$ cat src/rtl/std_piso_shift_if.sv
// Word-in / bit-out bundle for the parallel-in serial-out transmitter.
// The producer (master) drives the word and bit tick; the transmitter (slave) drives the line.
interface std_piso_shift_if #(
    parameter int DW = 8
);
    logic [DW-1:0] din;
    logic          din_valid;
    logic          din_ready;
    logic          bit_en;
    logic          sout;
    logic          sout_valid;
    logic          last;
    logic          busy;

    modport master (
        output din, din_valid, bit_en,
        input  din_ready, sout, sout_valid, last, busy
    );

    modport slave (
        input  din, din_valid, bit_en,
        output din_ready, sout, sout_valid, last, busy
    );
endinterface

$ cat src/rtl/std_piso_shift.sv
// Parallel-in serial-out transmitter: takes a DW-bit word on valid/ready and
// shifts it out one bit per bit_en tick on a registered line, back-to-back capable.
module std_piso_shift #(
    parameter int DW         = 8,
    parameter bit LSB_FIRST  = 1'b1,
    parameter bit INV_OUT    = 1'b0,
    parameter bit IDLE_LEVEL = 1'b1
) (
    input  logic            clk,
    input  logic            rst,
    std_piso_shift_if.slave bus
);

    localparam int            CW       = $clog2(DW);
    localparam logic [CW-1:0] LAST_CNT = CW'(DW - 1);

    typedef enum logic [0:0] {
        IDLE  = 1'b0,
        SHIFT = 1'b1
    } state_t;

    state_t          state_r, state_n_s;
    logic [CW-1:0]   cnt_r, cnt_n_s, cnt_inc_s;
    logic [DW-1:0]   shreg_r, shreg_n_s;
    logic            sout_r, sout_n_s;
    logic            sout_valid_r, sout_valid_n_s;
    logic            last_r, last_n_s;
    logic            din_ready_s;

    // Bit that goes on the line next, taken from the head of a word.
    function automatic logic head_bit(input logic [DW-1:0] word);
        if (LSB_FIRST) begin
            head_bit = word[0];
        end else begin
            head_bit = word[DW-1];
        end
    endfunction

    // Word with its head bit consumed, so the following bit becomes the head.
    function automatic logic [DW-1:0] advance_word(input logic [DW-1:0] word);
        if (LSB_FIRST) begin
            advance_word = {1'b0, word[DW-1:1]};
        end else begin
            advance_word = {word[DW-2:0], 1'b0};
        end
    endfunction

    // Next-state, datapath and handshake decode.
    always_comb begin
        state_n_s      = state_r;
        cnt_n_s        = cnt_r;
        shreg_n_s      = shreg_r;
        sout_n_s       = sout_r;
        sout_valid_n_s = sout_valid_r;
        last_n_s       = last_r;
        din_ready_s    = 1'b0;
        cnt_inc_s      = cnt_r + CW'(1);
        case (state_r)
            IDLE: begin
                din_ready_s = 1'b1;
                if (bus.din_valid) begin
                    state_n_s      = SHIFT;
                    cnt_n_s        = {CW{1'b0}};
                    shreg_n_s      = advance_word(bus.din);
                    sout_n_s       = head_bit(bus.din) ^ INV_OUT;
                    sout_valid_n_s = 1'b1;
                    last_n_s       = 1'b0;
                end else begin
                    sout_n_s       = IDLE_LEVEL;
                    sout_valid_n_s = 1'b0;
                    last_n_s       = 1'b0;
                end
            end
            SHIFT: begin
                din_ready_s = last_r & bus.bit_en;
                if (bus.bit_en) begin
                    if (last_r) begin
                        // A waiting word follows the last bit with no idle gap.
                        if (bus.din_valid) begin
                            state_n_s      = SHIFT;
                            cnt_n_s        = {CW{1'b0}};
                            shreg_n_s      = advance_word(bus.din);
                            sout_n_s       = head_bit(bus.din) ^ INV_OUT;
                            sout_valid_n_s = 1'b1;
                            last_n_s       = 1'b0;
                        end else begin
                            state_n_s      = IDLE;
                            cnt_n_s        = {CW{1'b0}};
                            shreg_n_s      = {DW{1'b0}};
                            sout_n_s       = IDLE_LEVEL;
                            sout_valid_n_s = 1'b0;
                            last_n_s       = 1'b0;
                        end
                    end else begin
                        cnt_n_s   = cnt_inc_s;
                        shreg_n_s = advance_word(shreg_r);
                        sout_n_s  = head_bit(shreg_r) ^ INV_OUT;
                        last_n_s  = (cnt_inc_s == LAST_CNT);
                    end
                end else begin
                    state_n_s = SHIFT;
                end
            end
            default: begin
                state_n_s      = IDLE;
                cnt_n_s        = {CW{1'b0}};
                shreg_n_s      = {DW{1'b0}};
                sout_n_s       = IDLE_LEVEL;
                sout_valid_n_s = 1'b0;
                last_n_s       = 1'b0;
            end
        endcase
    end

    // State, counter, shift register and registered line outputs.
    always_ff @(posedge clk or posedge rst) begin
        if (rst) begin
            state_r      <= IDLE;
            cnt_r        <= {CW{1'b0}};
            shreg_r      <= {DW{1'b0}};
            sout_r       <= IDLE_LEVEL;
            sout_valid_r <= 1'b0;
            last_r       <= 1'b0;
        end else begin
            state_r      <= state_n_s;
            cnt_r        <= cnt_n_s;
            shreg_r      <= shreg_n_s;
            sout_r       <= sout_n_s;
            sout_valid_r <= sout_valid_n_s;
            last_r       <= last_n_s;
        end
    end

    assign bus.din_ready  = din_ready_s;
    assign bus.sout       = sout_r;
    assign bus.sout_valid = sout_valid_r;
    assign bus.last       = last_r;
    assign bus.busy       = (state_r == SHIFT);

endmodule
$ cat src/flat_wrapper.sv
// flat-port wrapper written by rule: the top's interface ports become plain ports
module std_piso_shift_flat 
#(
    parameter int DW         = 8,
    parameter bit LSB_FIRST  = 1'b1,
    parameter bit INV_OUT    = 1'b0,
    parameter bit IDLE_LEVEL = 1'b1
)
  (clk, rst, bus_din, bus_din_valid, bus_bit_en, bus_din_ready, bus_sout, bus_sout_valid, bus_last, bus_busy);
  std_piso_shift_if #(.DW(DW)) bus_i ();
  input  logic clk;
  input  logic rst;
  input wire logic [$bits(bus_i.din)-1:0] bus_din;
  input wire logic [$bits(bus_i.din_valid)-1:0] bus_din_valid;
  input wire logic [$bits(bus_i.bit_en)-1:0] bus_bit_en;
  output wire logic [$bits(bus_i.din_ready)-1:0] bus_din_ready;
  output wire logic [$bits(bus_i.sout)-1:0] bus_sout;
  output wire logic [$bits(bus_i.sout_valid)-1:0] bus_sout_valid;
  output wire logic [$bits(bus_i.last)-1:0] bus_last;
  output wire logic [$bits(bus_i.busy)-1:0] bus_busy;
  assign bus_i.din = bus_din;
  assign bus_i.din_valid = bus_din_valid;
  assign bus_i.bit_en = bus_bit_en;
  assign bus_din_ready = bus_i.din_ready;
  assign bus_sout = bus_i.sout;
  assign bus_sout_valid = bus_i.sout_valid;
  assign bus_last = bus_i.last;
  assign bus_busy = bus_i.busy;
  std_piso_shift #(.DW(DW), .LSB_FIRST(LSB_FIRST), .INV_OUT(INV_OUT), .IDLE_LEVEL(IDLE_LEVEL)) u_core (.clk(clk), .rst(rst), .bus(bus_i));
endmodule
$ cat config.mk
export PLATFORM = sky130hd
export DESIGN_NAME = std_piso_shift_flat
export DESIGN_NICKNAME = d
export VERILOG_FILES = /design/src/rtl/std_piso_shift_if.sv /design/src/rtl/std_piso_shift.sv /design/src/flat_wrapper.sv
export SDC_FILE = /design/constraint.sdc
export NUM_CORES = 1
export LEC_CHECK = 0
export ABC_AREA = 1
export CORE_UTILIZATION = 51
export CTS_CLUSTER_SIZE = 14
export DETAILED_ROUTE_END_ITERATION = 10
export PLACE_DENSITY_LB_ADDON = 0.2
export SLEW_MARGIN = 40
export SYNTH_ARGS = -nofsm -noshare
export SYNTH_HDL_FRONTEND = slang
export SYNTH_SLANG_ARGS = --single-unit
export TNS_END_PERCENT = 20
$ cat constraint.sdc
create_clock -name clk -period 2.2 [get_ports clk]
set_input_delay 0.22 -clock clk [delete_from_list [all_inputs] [get_ports clk]]
set_output_delay 0.22 -clock clk [all_outputs]
set_load 0.05 [all_outputs]
==> metrics.md, run 1 <==
| Metric | Value |
|---|---|
| Tightest Hold Check Type | `primary input to asynchronous set/reset pin` |
| Fin Setup TNS | `0 ns` |
| Dpl cell area | `933 µm²` |
| Wire length of the first global-routing pass | `2170 µm` |
| Reg-to-Reg End | `u_core.shreg_r[0]` |
| Mapped Area | `767 µm²` |
| CTS HTree Levels | `1` |
| Largest family of logic cells by synthesized area | `simple AND/OR/NAND/NOR gates` |
| N_diodes | `0` |
| Synth unique cells | `15` |
| CTS tree | `done` |
| Root buffer cell | `clkbuf_4` |
| Multi-input logic area | `325 µm²` |
| Tcrit/Tclk final | `86.4%` |
| Register area | `352 µm²` |
| FMAX | `526 MHz` |
| Critical path endpoint category | `output port` |
| #FFs+latches synth | `14` |
| Post-synthesis adder-cell area fraction | `3.26%` |
| Clock transition at path regs | `0.09 ns` |
| Fill cell count | `106` |
| IO Pins | `17` |
| Crit-path max FO | `11` |
| R2R setup slack | `0.94 ns` |
| Synth Area in Compound Gates | `3.75%` |
| CP delay by family, top | `buffers and inverters` |
| Util after Layout | `71.1%` |
| RSZ-0062 raised after global routing | `false` |
| Global route total overflow | `0` |
| Die Wd | `40.8 µm` |
| Final ANT Viol Nets | `0` |
| TritonCTS Buffers | `3` |
| Area Overhead vs Synth | `25.1%` |
| Nets | `138` |
| Critical path's slowest cell | `clkdlybuf4s50_1` |
| Bufs on Longest Clock Path | `2` |
| 1st-pass router iterations | `4` |
| Number of global-route vias before repair | `536` |
| Total Wirelength | `1380 µm` |
| Cts hold-fix bufs | `0` |
| Status | `completed` |
| Slew headroom | `63.6%` |
| CP Launch Point | `u_core.bus.busy` |
| Crit Path Class | `flop to output port` |
| Clock sinks | `14` |
| Initial antenna violation count | `0` |
| Gr usage total | `19.8%` |
| Drt drc | `0` |
| Layout cell share with drive strength beyond 1 | `9.76%` |
| Core area | `1350 µm²` |
| Cells after Synth | `105` |
| Crit-path cells | `clkdlybuf4s50_1` |
| Post-Syn Area per Cell | `7.30 µm²` |
| Vias | `651` |
| Synthesized-area fraction occupied by and/or/nand/nor cells | `35.4%` |
| Warnings from Yosys | `0` |
| XOR/XNOR Fraction of Synth Area | `0%` |
| Startpoint Class | `flop` |
| Crit path buf inv count | `1` |
| Die ar. | `1660 µm²` |
| Gpl congestion | `0.716` |
| Post-DR wirelength/cell | `10.0 µm` |
| IO Port Bufs | `16` |
| Final hold violations | `0` |
| Seq/Total Area, Yosys | `45.8%` |
| Die Y | `40.8 µm` |
| Setup violations, final | `0` |
| Clk_skew | `0.00808 ns` |
| Multiplexer share of the synthesized area | `0%` |
| Leakage | `0.508 nW` |
| Worst r2r src | `u_core.bus.busy` |
| Clk_lat worst skew | `0.28 ns` |
| Critical Path Max Stage Delay | `0.87 ns` |
| Critical path required time | `1.98 ns` |
| Initial Util | `56.8%` |
| Max VDD drop | `0.000758 V` |
| # rows | `13` |
| Iter 0 DRT Violations | `17` |
| R2R depth | `5` |
| Max_cap viols | `0` |
| Drt via density | `4.72` |
| Worst path arrival time | `1.68 ns` |
| Post-CTS Setup Inserts | `0` |
| DP Wirelength | `1020 µm` |
| Final Max Slew Viols | `0` |
| Post-CTS Resized | `0` |
| Crit path time final | `1.90 ns` |
| Pin count of the biggest net entering global routing | `17` |
| Mapped Nets | `119` |
| Post-layout instance area | `960 µm²` |
| PD cells | `1150 nW/µm²` |
| Slew @ Worst Pin | `0.545 ns` |
==> metal layers <==
metal  part of all wire, %  up-vias  wire, µm  track usage (%)
met5                     0        -         0                0
met4                     0        0         0             7.50
met3                   4.3        0        59             4.89
met2                    47       16       646             32.4
met1                    49      287       675             24.8
li1                      -      348         -                -
==> registers in the layout, indices dropped and copies added (netlist names) <==
name                   cells
u_core.shreg_r             7
u_core.cnt_r               3
u_core.bus.busy            1
u_core.bus.last            1
u_core.bus.sout            1
u_core.bus.sout_valid      1
==> power by group <==
part / leakage (nW) / internal, mW / switching, mW
combinational: 0.329 / 0.200 / 0.318
sequential: 0.164 / 0.366 / 0.0659
clock: 0.0150 / 0.0702 / 0.0820
total: 0.508 / 0.636 / 0.465
==> per-stage QoR <==
stage | setup slack [ns] | hold WS [ns] | power (mW) | instances
2_1_floorplan | 0.507 | 0.109 | 0.813 | 105
3_3_place_gp | 0.606 | 0.460 | 0.940 | 134
3_5_place_dp | 0.599 | 0.462 | 0.957 | 134
4_1_cts | 0.288 | 0.289 | 1.12 | 138
5_1_grt | 0.220 | 0.322 | 1.20 | 138
6_report | 0.298 | 0.274 | 1.10 | 138
==> layout make-up <==
| type | count | share of cell area (%) |
|---|---|---|
| flip-flops and latches | 14 | 36.6 |
| multi-input cells | 71 | 33.9 |
| inverters | 18 | 7.04 |
| repair buffers | 16 | 17.7 |
| clock buffers | 4 | 2.74 |
| well taps | 15 | 1.96 |
==> worst max-delay path by stage <==
stage	endpoint	slack (ns)	cells past startpoint
after floorplan	u_core.bus.sout_valid	0.51	6
after global placement	bus_busy	0.61	1
after detailed placement	bus_busy	0.60	1
after CTS	bus_busy	0.29	1
after global routing	bus_busy	0.22	1
final	bus_busy	0.30	1
==> cell usage in the layout (no fill, tap or decap) <==
cell type and count:
inv_2 3, ha_1 2, buf_12 1, nand2_1 25
nor2_1 25, o21ai_0 4, a21oi_2 1, nand2_4 1
nand3b_1 2, dfrtp_1 13, nor2_2 1, nand2_2 1
inv_1 15, clkbuf_1 1, clkbuf_4 3, clkdlybuf4s50_1 15
dfstp_2 1, nand3_1 9
==> synth_stat cells, drive strengths merged <==
cell,n,area [µm²]
a21oi,1,8.76
buf,2,22.5
dfrtp,13,325
dfstp,1,26.3
ha,2,25.0
inv,18,67.6
nand2,27,111
nand3,9,45.0
nand3b,2,15.0
nor2,26,100
o21ai,4,20.0
==> cell families after synthesis <==
family                   count (synthesis)
AO/OA/AOI/OAI                            5
flip-flops                              14
adder cells (fa/ha/maj)                  2
AND/OR/NAND/NOR                         64
buffers and inverters                   20
No activity file was read; power rests on OpenSTA's default activity.
==> inputs of run 2 (changes only) <==
--- a/config.mk
+++ b/config.mk
@@ -9,6 +9,7 @@
 export CORE_UTILIZATION = 51
 export CTS_CLUSTER_SIZE = 14
 export DETAILED_ROUTE_END_ITERATION = 10
+export GPL_ROUTABILITY_DRIVEN = 0
 export PLACE_DENSITY_LB_ADDON = 0.2
 export SLEW_MARGIN = 40
 export SYNTH_ARGS = -nofsm -noshare
==> results of run 2 <==
No change in the layout: final DEF, timing and power equal those of run 1.
==> inputs of run 3 (changes only) <==
--- a/config.mk
+++ b/config.mk
@@ -6,6 +6,7 @@
 export NUM_CORES = 1
 export LEC_CHECK = 0
 export ABC_AREA = 1
+export CORE_MARGIN = 2
 export CORE_UTILIZATION = 51
 export CTS_CLUSTER_SIZE = 14
 export DETAILED_ROUTE_END_ITERATION = 10
==> metrics.md, run 3 (same netlist as run 1, synthesis figures left out) <==
| Metric | Value |
|---|---|
| Status | `completed (unchanged)` |
| Initial Util | `56.8% (unchanged)` |
| Most frequent cells in the layout | `nand2_1, nor2_1, inv_1, clkdlybuf4s50_1, dfrtp_1 (unchanged)` |
| Worst r2r src | `u_core.bus.busy (unchanged)` |
| Vias | `676 (was 651)` |
| Startpoint Class | `flop (unchanged)` |
| Pin count of the biggest net entering global routing | `17 (unchanged)` |
| Nets | `138 (unchanged)` |
| TritonCTS Buffers | `3 (unchanged)` |
| # rows | `13 (unchanged)` |
| DP Cell Count | `134 (unchanged)` |
| CTS HTree Levels | `1 (unchanged)` |
| Initial antenna violation count | `0 (unchanged)` |
| Slew @ Worst Pin | `0.524 ns (was 0.545 ns)` |
| Slew headroom | `65.0% (was 63.6%)` |
| Core area | `1350 µm² (unchanged)` |
| Clock transition at path regs | `0.09 ns (about the same)` |
| DP Wirelength | `1080 µm (was 1020 µm)` |
| Fill cell count | `111 (was 106)` |
| Area Overhead vs Synth | `26.4% (was 25.1%)` |
| Clk_lat worst skew | `0.29 ns (was 0.28 ns)` |
| Max VDD drop | `0.000836 V (was 0.000758 V)` |
| Crit path buf inv count | `1 (unchanged)` |
| Crit-path max FO | `11 (unchanged)` |
| Worst path arrival time | `1.71 ns (was 1.68 ns)` |
| N_diodes | `0 (unchanged)` |
| Post-layout instance area | `970 µm² (was 960 µm²)` |
| Drt drc | `0 (unchanged)` |
| Critical Path Max Stage Delay | `0.87 ns (about the same)` |
| Setup Slack @ Placement | `0.579 ns (was 0.599 ns)` |
| IO Port Bufs | `16 (unchanged)` |
| Drt via density | `4.90 (was 4.72)` |
| Crit Path Class | `flop to output port (unchanged)` |
| Dpl cell area | `933 µm² (unchanged)` |
| CP delay by family, top | `buffers and inverters (unchanged)` |
| Final ANT Viol Nets | `0 (unchanged)` |
| Gr usage total | `17.7% (was 19.8%)` |
| Max_cap viols | `0 (unchanged)` |
| Tcrit/Tclk final | `87.8% (was 86.4%)` |
| Critical path endpoint category | `output port (unchanged)` |
| Layout cell share with drive strength beyond 1 | `10.6% (was 9.76%)` |
| Post-DR wirelength/cell | `10.1 µm (was 10.0 µm)` |
| Crit path time final | `1.93 ns (was 1.90 ns)` |
| Multi-input logic area | `325 µm² (unchanged)` |
| Clk_skew | `0.00457 ns (was 0.00808 ns)` |
| Crit-path cells | `clkdlybuf4s50_1 (unchanged)` |
| Post-CTS Resized | `0 (unchanged)` |
| Root buffer cell | `clkbuf_4 (unchanged)` |
| Critical path's slowest cell | `clkdlybuf4s50_1 (unchanged)` |
| Die ar. | `1830 µm² (was 1660 µm²)` |
| PD cells | `1180 nW/µm² (was 1150 nW/µm²)` |
| Global route total overflow | `0 (unchanged)` |
| Reg-to-Reg End | `u_core.cnt_r[2] (was u_core.shreg_r[0])` |
| Bufs on Longest Clock Path | `2 (unchanged)` |
| Fin Setup TNS | `0 ns (unchanged)` |
| Leakage | `0.514 nW (was 0.508 nW)` |
| Total Wirelength | `1400 µm (was 1380 µm)` |
| RSZ-0062 raised after global routing | `false (unchanged)` |
| Register area | `352 µm² (unchanged)` |
| Final Max Slew Viols | `0 (unchanged)` |
| Top reg by flops | `u_core.shreg_r (unchanged)` |
| R2R depth | `5 (unchanged)` |
| Cts hold-fix bufs | `0 (unchanged)` |
| Total power | `1.14 mW (was 1.10 mW)` |
| R2R setup slack | `0.94 ns (about the same)` |
| Tightest Hold Check Type | `primary input to asynchronous set/reset pin (unchanged)` |
| Die Y | `42.8 µm (was 40.8 µm)` |
| Final hold violations | `0 (unchanged)` |
| Final setup margin | `0.267 ns (was 0.298 ns)` |
| Iter 0 DRT Violations | `9 (was 17)` |
| Die Wd | `42.8 µm (was 40.8 µm)` |
| FMAX | `517 MHz (was 526 MHz)` |
| Setup violations, final | `0 (unchanged)` |
| Post-CTS Setup Inserts | `0 (unchanged)` |
| IO Pins | `17 (unchanged)` |
| 1st-pass router iterations | `4 (unchanged)` |
| Number of global-route vias before repair | `557 (was 536)` |
| Cell Count, Final, Fillers Out | `138 (unchanged)` |
| Max reg flops | `7 (unchanged)` |
| Clock sinks | `14 (unchanged)` |
| Largest registers | `u_core.shreg_r (7), u_core.cnt_r (3) (unchanged)` |
| Wire length of the first global-routing pass | `2420 µm (was 2170 µm)` |
| Critical path required time | `1.98 ns (about the same)` |
| CTS tree | `done (unchanged)` |
-- run 3: how the worst max path moves through the flow --
stage	from	end	slack, ns	depth (start not counted)
after floorplan	u_core.bus.last	u_core.bus.sout_valid	0.51	6
after global placement	u_core.bus.busy	bus_busy	0.61	1
after detailed placement	u_core.bus.busy	bus_busy	0.58	1
after CTS	u_core.bus.busy	bus_busy	0.26	1
after global routing	u_core.bus.busy	bus_busy	0.21	1
final	u_core.bus.busy	bus_busy	0.27	1
-- run 3: where the power goes --
| group | internal [mW] | leakage [nW] | total [mW] | switching (mW) |
|---|---|---|---|---|
| combinational | 0.201 | 0.329 | 0.518 | 0.318 |
| clock | 0.101 | 0.0210 | 0.191 | 0.0897 |
| sequential | 0.366 | 0.164 | 0.434 | 0.0676 |
-- run 3: layer usage --
metal	vias up	track usage, %	wire length (µm)
li1	356	-	-
met1	303	23.8	636
met2	12	27.3	673
met3	5	2.55	59
met4	0	9.38	29
met5	-	0	0
-- run 3: layout make-up --
cell class | count | share of cell area (%)
inverter | 18 | 6.97
multi-input combinational | 71 | 33.5
tap | 15 | 1.94
timing repair buffer | 16 | 17.5
clock buffer | 4 | 3.74
sequential | 14 | 36.3
-- run 3: worst register-to-register path, delay by kind of cell (launching register included) --
kind | cells | cell delay [ns]
compound gates | 1 | 0.07
buf+inv | 1 | 0.11
simple gates | 3 | 0.41
flops | 1 | 0.56
-- run 3: per-stage QoR --
stage	hold WS, ns	utilization, %
after global routing	0.331	71.8
after global placement	0.461	69.1
after detailed placement	0.466	69.1
final	0.261	71.8
after CTS	0.284	71.8
after floorplan	0.109	-
